$ cat src/rtl/fifo_burst_reader_pkg.sv
// Shared definitions for the FIFO burst reader: FSM encoding, output buffer depth.
// Latency: n/a (types, constants and a pointer helper only).
// Backpressure: n/a.
package fifo_burst_reader_pkg;

    typedef enum logic [1:0] {
        ST_IDLE  = 2'd0,
        ST_RUN   = 2'd1,
        ST_DRAIN = 2'd2
    } state_e;

    // Output buffer depth; also the cap on buffered + in-flight words.
    localparam int BUF_DEPTH = 3;
    localparam int PTR_W     = 2;

    // Advance a circular buffer pointer, wrapping at BUF_DEPTH.
    function automatic logic [PTR_W-1:0] ptr_inc(input logic [PTR_W-1:0] p);
        return (p == PTR_W'(BUF_DEPTH - 1)) ? '0 : p + PTR_W'(1);
    endfunction

endpackage

$ cat src/rtl/reader_out_buf.sv
// Three-entry circular output buffer holding read data plus its end-of-burst flag.
// Latency: a push is visible on data_o/valid_o the cycle after it is written.
// Backpressure: pop is ignored when empty; the producer must never push when full.
module reader_out_buf
    import fifo_burst_reader_pkg::*;
#(
    parameter int DATA_WIDTH = 32
) (
    input  logic                  clk,
    input  logic                  rst,
    input  logic                  push_i,
    input  logic [DATA_WIDTH-1:0] push_data_i,
    input  logic                  push_last_i,
    input  logic                  pop_i,
    output logic                  valid_o,
    output logic [DATA_WIDTH-1:0] data_o,
    output logic                  last_o,
    output logic [PTR_W-1:0]      occupancy_o
);

    logic [DATA_WIDTH-1:0] data_q [BUF_DEPTH];
    logic                  last_q [BUF_DEPTH];
    logic [PTR_W-1:0]      wr_ptr_q, wr_ptr_d;
    logic [PTR_W-1:0]      rd_ptr_q, rd_ptr_d;
    logic [PTR_W-1:0]      count_q, count_d;
    logic                  pop_ok;

    assign pop_ok      = pop_i && (count_q != '0);
    assign valid_o     = (count_q != '0);
    assign data_o      = data_q[rd_ptr_q];
    assign last_o      = last_q[rd_ptr_q];
    assign occupancy_o = count_q;

    // Pointer and occupancy next-state; push and pop together leave occupancy unchanged.
    always_comb begin
        wr_ptr_d = wr_ptr_q;
        rd_ptr_d = rd_ptr_q;
        count_d  = count_q;
        if (push_i) begin
            wr_ptr_d = ptr_inc(wr_ptr_q);
        end
        if (pop_ok) begin
            rd_ptr_d = ptr_inc(rd_ptr_q);
        end
        case ({push_i, pop_ok})
            2'b10:   count_d = count_q + PTR_W'(1);
            2'b01:   count_d = count_q - PTR_W'(1);
            default: count_d = count_q;
        endcase
    end

    // Storage and pointer registers; reset empties the buffer and zeroes the data.
    always_ff @(posedge clk or posedge rst) begin
        if (rst) begin
            for (int i = 0; i < BUF_DEPTH; i++) begin
                data_q[i] <= '0;
                last_q[i] <= 1'b0;
            end
            wr_ptr_q <= '0;
            rd_ptr_q <= '0;
            count_q  <= '0;
        end else begin
            if (push_i) begin
                data_q[wr_ptr_q] <= push_data_i;
                last_q[wr_ptr_q] <= push_last_i;
            end
            wr_ptr_q <= wr_ptr_d;
            rd_ptr_q <= rd_ptr_d;
            count_q  <= count_d;
        end
    end

endmodule

$ cat src/rtl/fifo_burst_reader.sv
// Reads a len-word burst from an upstream FIFO and replays it as a valid/ready stream with last.
// Latency: first word on m_data two cycles after its read strobe; one word/cycle sustained.
// Backpressure: reads stop once buffered + in-flight words reach 3; m_ready never reaches fifo_rd_en.
module fifo_burst_reader
    import fifo_burst_reader_pkg::*;
#(
    parameter int DATA_WIDTH = 32,
    parameter int LEN_WIDTH  = 8
) (
    input  logic                  clk,
    input  logic                  rst,
    input  logic                  start,
    input  logic [LEN_WIDTH-1:0]  len,
    output logic                  busy,
    output logic                  done,
    output logic                  fifo_rd_en,
    input  logic                  fifo_empty,
    input  logic [DATA_WIDTH-1:0] fifo_dout,
    output logic [DATA_WIDTH-1:0] m_data,
    output logic                  m_valid,
    input  logic                  m_ready,
    output logic                  m_last
);

    localparam logic [LEN_WIDTH-1:0] LEN_ONE = LEN_WIDTH'(1);

    state_e                 state_q, state_d;
    logic [LEN_WIDTH-1:0]   len_q, len_d;
    logic [LEN_WIDTH-1:0]   issued_q, issued_d;
    logic [LEN_WIDTH-1:0]   out_cnt_q, out_cnt_d;
    logic                   inflight_q, inflight_d;
    logic                   inflight_last_q, inflight_last_d;
    logic                   done_q, done_d;

    logic                   rd_en;
    logic                   last_issue;
    logic                   pop;
    logic                   buf_valid;
    logic                   buf_last;
    logic [DATA_WIDTH-1:0]  buf_data;
    logic [PTR_W-1:0]       buf_occ;

    // Read strobe uses only registered state and fifo_empty, keeping m_ready off this path.
    assign last_issue = (issued_q == len_q - LEN_ONE);
    assign rd_en      = (state_q == ST_RUN) && !fifo_empty && (issued_q < len_q)
                        && (({1'b0, buf_occ} + {2'b00, inflight_q}) < 3'(BUF_DEPTH));
    assign pop        = buf_valid && m_ready;

    assign busy       = (state_q != ST_IDLE);
    assign done       = done_q;
    assign fifo_rd_en = rd_en;
    assign m_valid    = buf_valid;
    assign m_data     = buf_data;
    assign m_last     = buf_valid && buf_last;

    // Words read last cycle are captured from fifo_dout now, tagged with their end-of-burst flag.
    reader_out_buf #(
        .DATA_WIDTH (DATA_WIDTH)
    ) u_out_buf (
        .clk         (clk),
        .rst         (rst),
        .push_i      (inflight_q),
        .push_data_i (fifo_dout),
        .push_last_i (inflight_last_q),
        .pop_i       (pop),
        .valid_o     (buf_valid),
        .data_o      (buf_data),
        .last_o      (buf_last),
        .occupancy_o (buf_occ)
    );

    // Burst sequencing: accept requests in IDLE, issue reads in RUN, wait for the last word in DRAIN.
    always_comb begin
        state_d         = state_q;
        len_d           = len_q;
        issued_d        = issued_q;
        out_cnt_d       = out_cnt_q;
        done_d          = 1'b0;
        inflight_d      = rd_en;
        inflight_last_d = rd_en && last_issue;

        if (pop) begin
            out_cnt_d = out_cnt_q + LEN_ONE;
        end

        case (state_q)
            ST_IDLE: begin
                if (start) begin
                    if (len != '0) begin
                        state_d   = ST_RUN;
                        len_d     = len;
                        issued_d  = '0;
                        out_cnt_d = '0;
                    end else begin
                        done_d = 1'b1;
                    end
                end
            end
            ST_RUN: begin
                if (rd_en) begin
                    issued_d = issued_q + LEN_ONE;
                    if (last_issue) begin
                        state_d = ST_DRAIN;
                    end
                end
            end
            ST_DRAIN: begin
                // The final word can only be accepted here: it is captured after RUN has ended.
                if (pop && (out_cnt_q == len_q - LEN_ONE)) begin
                    state_d = ST_IDLE;
                    done_d  = 1'b1;
                end
            end
            default: begin
                state_d = ST_IDLE;
            end
        endcase
    end

    // State registers; reset abandons any burst and drops in-flight reads.
    always_ff @(posedge clk or posedge rst) begin
        if (rst) begin
            state_q         <= ST_IDLE;
            len_q           <= '0;
            issued_q        <= '0;
            out_cnt_q       <= '0;
            inflight_q      <= 1'b0;
            inflight_last_q <= 1'b0;
            done_q          <= 1'b0;
        end else begin
            state_q         <= state_d;
            len_q           <= len_d;
            issued_q        <= issued_d;
            out_cnt_q       <= out_cnt_d;
            inflight_q      <= inflight_d;
            inflight_last_q <= inflight_last_d;
            done_q          <= done_d;
        end
    end

endmodule

$ cat config.mk
export PLATFORM = sky130hd
export DESIGN_NAME = fifo_burst_reader
export DESIGN_NICKNAME = d
export VERILOG_FILES = /design/src/rtl/fifo_burst_reader_pkg.sv /design/src/rtl/reader_out_buf.sv /design/src/rtl/fifo_burst_reader.sv
export SDC_FILE = /design/constraint.sdc
export NUM_CORES = 1
export LEC_CHECK = 0
export CAP_MARGIN = 20
export CELL_PAD_IN_SITES_DETAIL_PLACEMENT = 0
export CELL_PAD_IN_SITES_GLOBAL_PLACEMENT = 1
export CORE_MARGIN = 3
export CORE_UTILIZATION = 48
export CTS_CLUSTER_DIAMETER = 40
export DETAILED_ROUTE_END_ITERATION = 8
export HOLD_SLACK_MARGIN = 0.1
export PLACE_DENSITY_LB_ADDON = 0.1
export SETUP_SLACK_MARGIN = 0.3
export SYNTH_ARGS = -nofsm -noshare
export SYNTH_HDL_FRONTEND = slang
export SYNTH_SLANG_ARGS = --single-unit
$ cat constraint.sdc
create_clock -name clk -period 13 [get_ports clk]
set_input_delay 1.95 -clock clk [delete_from_list [all_inputs] [get_ports clk]]
set_output_delay 1.95 -clock clk [all_outputs]
set_load 0.01 [all_outputs]
==> summary.md <==
| Metric | Value |
|---|---|
| Clock Tree Root | clkbuf_16 |
| Ys async rst share | 100.0% |
| Mean post-synth cell area | 11.63 µm² |
| Worst setup path startpoint | fifo_empty |
| CP Capture Type | output port |
| Fin crit share | 45.16% |
| Post-synthesis mux area share | 22.75% |
| TritonCTS buffer count | 17 |
| Critical Path Source Type | primary input |
| Initial antenna violation count | 0 |
| Vias in the first global route | 4570 |
| Detail Placement HPWL | 9.048 mm |
| Status | finished, final reports clean |
| Warnings, synthesis | 0 |
| Top_reg_cell synth | dfrtp_1 |
| LEAKAGE | 3.394 nW |
| DRC | 0 |
| Simple-Gate Fraction of Synth Area | 8.717% |
| Area of the die | 14850 µm² |
| Average wire per standard cell | 17.29 µm |
| Gr usage total | 20.05% |
| CTS max path bufs | 2 |
| Crit path DAT | 3920 ps |
| Hold_buf cts | 0 |
| Worst-margin pin slew | 1043 ps |
| # nets final | 691 |
| Cts repair resizes | 0 |
| Final wirelength | 14.08 mm |
| Maxcap violations | 0 |
| Final Power | 2.109 mW |
| RSZ-0062 raised after global routing | no |
| Slew Limit Fails | 0 |
| DR vias | 4422 |
| First-pass GRT wire length | 22.86 mm |
| Crit Path Max Fanout | 8 |
| Clock Sinks | 134 |
| Final Hold Vio Count | 0 |
| Largest family of logic cells by synthesized area | multiplexers |
| DIE HEIGHT | 121.9 µm |
| Fillers | 1075 |
| Number of H-tree levels | 4 |
| Die Width | 121.9 µm |
| Netlist cell types | 40 |
| FP Rows | 41 |
| Effective utilization at floorplan | 50.05% |
| Data required time of the worst path | 11050 ps |
| Worst relative slew slack | 30.45% |
| Post-Synth XOR/XNOR Area | 4.426% |
| Area of the multi-input gates | 2930 µm² |
| Post-synthesis sequential area ratio | 52.03% |
| Complex-gate fraction of the synthesized area | 6.484% |
| Diodes inserted | 0 |
| Post-synth EDFFs | 0 |
| Clk_skew | 5.773 ps |
| Post-synth top area cell | dfrtp_1 |
| Worst hold path type | reg -> reg |
| Top-count cell post-synth | dfrtp_1 |
| #FFs+latches synth | 134 |
| CTS tree | built |
| Cells after synthesis | 554 |
| Fmax | 170.3 MHz |
| Synth Net Count | 613 |
| Mapped Area | 6445 µm² |
| Grt total ovfl | 0 |
| Power per Cell Area | 262.8 nW/µm² |
| Reg area | 3354 µm² |
| Setup Fix Bufs, Post-CTS | 0 |
| IO buf count | 81 |
| I/O pin count | 82 |
| Top post-synthesis cells by area | dfrtp_1 (52%), mux2_2 (17%), mux2i_1 (5.3%) |
| Initial DRC Count | 194 |
| Post-route ant nets | 0 |
| Clock transition at the registers of the reported paths | 50 ps |
| Setup CP Type | in -> out |
| Post-Synth Adder-Cell Area | 2.873% |
| Core Area | 12880 µm² |
| Period minus WS final | 5870 ps |
| Setup Viol. Count Final | 0 |
| Synth top area share | 52.03% |
| Via/cell ratio | 5.432 |
| RR Startpoint | inflight_q$_DFF_PP0_ |
| Clk_lat worst skew | 410 ps |
| DR pass1 iterations | 4 |
| Gp weighted congestion | 0.8036 |
| Synth top cells by count | dfrtp_1 (134), mux2_2 (100), nand2_1 (54) |
| Maximum vdd drop | 0.1112 mV |
| Pin count of the biggest net entering global routing | 78 |
| Share of cells above drive strength 1 | 22.27% |
| Total negative slack | 0 ps |
| Area grow syn2layout | 24.52% |
| Worst Hold Launch | u_out_buf.data_q[25]$_DFFE_PP0P_ |
## worst max-delay path: stages
cell	delay, ps
clkdlybuf4s50_1	400
nor4_1	600
and2_1	370
clkdlybuf4s50_1	590
## per-layer routing
metal | vias to the layer above | wire (µm) | part of all wire, % | global-route usage [%]
met2 | 67 | 7154 | 51 | 34.36
met4 | 0 | 186 | 1.3 | 6.933
met1 | 2235 | 6272 | 45 | 25.12
met5 | - | 0 | 0 | 0
met3 | 15 | 465 | 3.3 | 4.503
li1 | 2105 | - | - | -
## registers in the layout, summed over array words and instances (netlist names)
signal	flops
u_out_buf.rd_ptr_q	2
inflight_last_q	1
u_out_buf.occupancy_o	2
u_out_buf.last_q	3
done	1
issued_q	8
u_out_buf.wr_ptr_q	2
len_q	8
inflight_q	1
state_q	2
u_out_buf.data_q	96
out_cnt_q	8
## kinds of logic after synthesis
kind of cell    Yosys count
fa+ha+maj                15
xor+xnor                 31
mux                     134
compound gates           74
simple gates            120
buf+inv                  46
flops                   134
## cells in the final DEF (no fill, tap or decap), types with 2 or more instances in the layout
master | Yosys | final
nand2_1 | 54 | 54
o21ai_0 | 51 | 51
and2_1 | 4 | 4
xnor2_1 | 21 | 21
clkbuf_8 | 0 | 5
or4_1 | 3 | 3
clkbuf_1 | 25 | 3
a31oi_1 | 2 | 2
o31ai_1 | 2 | 2
nor2_1 | 20 | 20
clkbuf_16 | 0 | 17
and3_1 | 3 | 3
dfrtp_1 | 134 | 133
nand4_1 | 5 | 5
xor2_1 | 9 | 9
nor4_1 | 4 | 4
bufinv_16 | 0 | 2
nand3_1 | 8 | 7
o2111ai_1 | 2 | 2
buf_4 | 0 | 6
a22o_1 | 2 | 2
ha_1 | 14 | 14
or3_1 | 4 | 3
a21o_1 | 2 | 2
mux2_2 | 100 | 100
or2_2 | 3 | 3
nand2b_1 | 3 | 3
inv_1 | 17 | 16
clkdlybuf4s50_1 | 0 | 81
a21oi_1 | 8 | 8
clkinv_2 | 0 | 2
mux2i_1 | 34 | 34
nor3_1 | 5 | 4
## metrics by stage
| step | cells | util [%] | worst slack (ps) | hold WS, ps | instance area (µm²) |
|---|---|---|---|---|---|
| 6_report | 814 | 62.33 | 7130 | 503.8 | 8025 |
| 5_1_grt | 814 | 62.33 | 7021 | 509.4 | 8025 |
| 4_1_cts | 813 | 62.11 | 7172 | 505.3 | 7998 |
| 3_5_place_dp | 784 | 57.64 | 7178 | 470.4 | 7422 |
| 3_3_place_gp | 784 | 57.64 | 7192 | 477.7 | 7422 |
| 2_1_floorplan | 554 | - | 7467 | 445.3 | 6445 |
## final cells by class
cell class,count,share of cell area (%)
multi-input cells,374,36.51
well taps,172,2.682
inverters,17,0.8263
clock buffers,25,6.299
repair buffers,88,11.01
flip-flops and latches,134,41.80
clock inverters,4,0.8731
## power by group
part	switching (mW)	internal (mW)	leakage, nW	total, mW
sequential	0.127	0.612	1.61	0.739
clock	0.162	0.304	0.285	0.465
combinational	0.403	0.501	1.50	0.904
## final timing paths
path	cells after the start	slack [ps]	endpoint
setup / recovery	4	7130	fifo_rd_en
hold / removal	1	500	u_out_buf.data_q[25]$_DFFE_PP0P_
setup reg to reg	7	10260	issued_q[7]$_DFFE_PP0P_
hold reg to reg	1	500	u_out_buf.data_q[25]$_DFFE_PP0P_
max in group asynchronous	3	9490	u_out_buf.rd_ptr_q[1]$_DFFE_PP0P_
min in group asynchronous	2	2020	u_out_buf.data_q[33]$_DFFE_PP0P_
(Power assumes the default switching activity.)
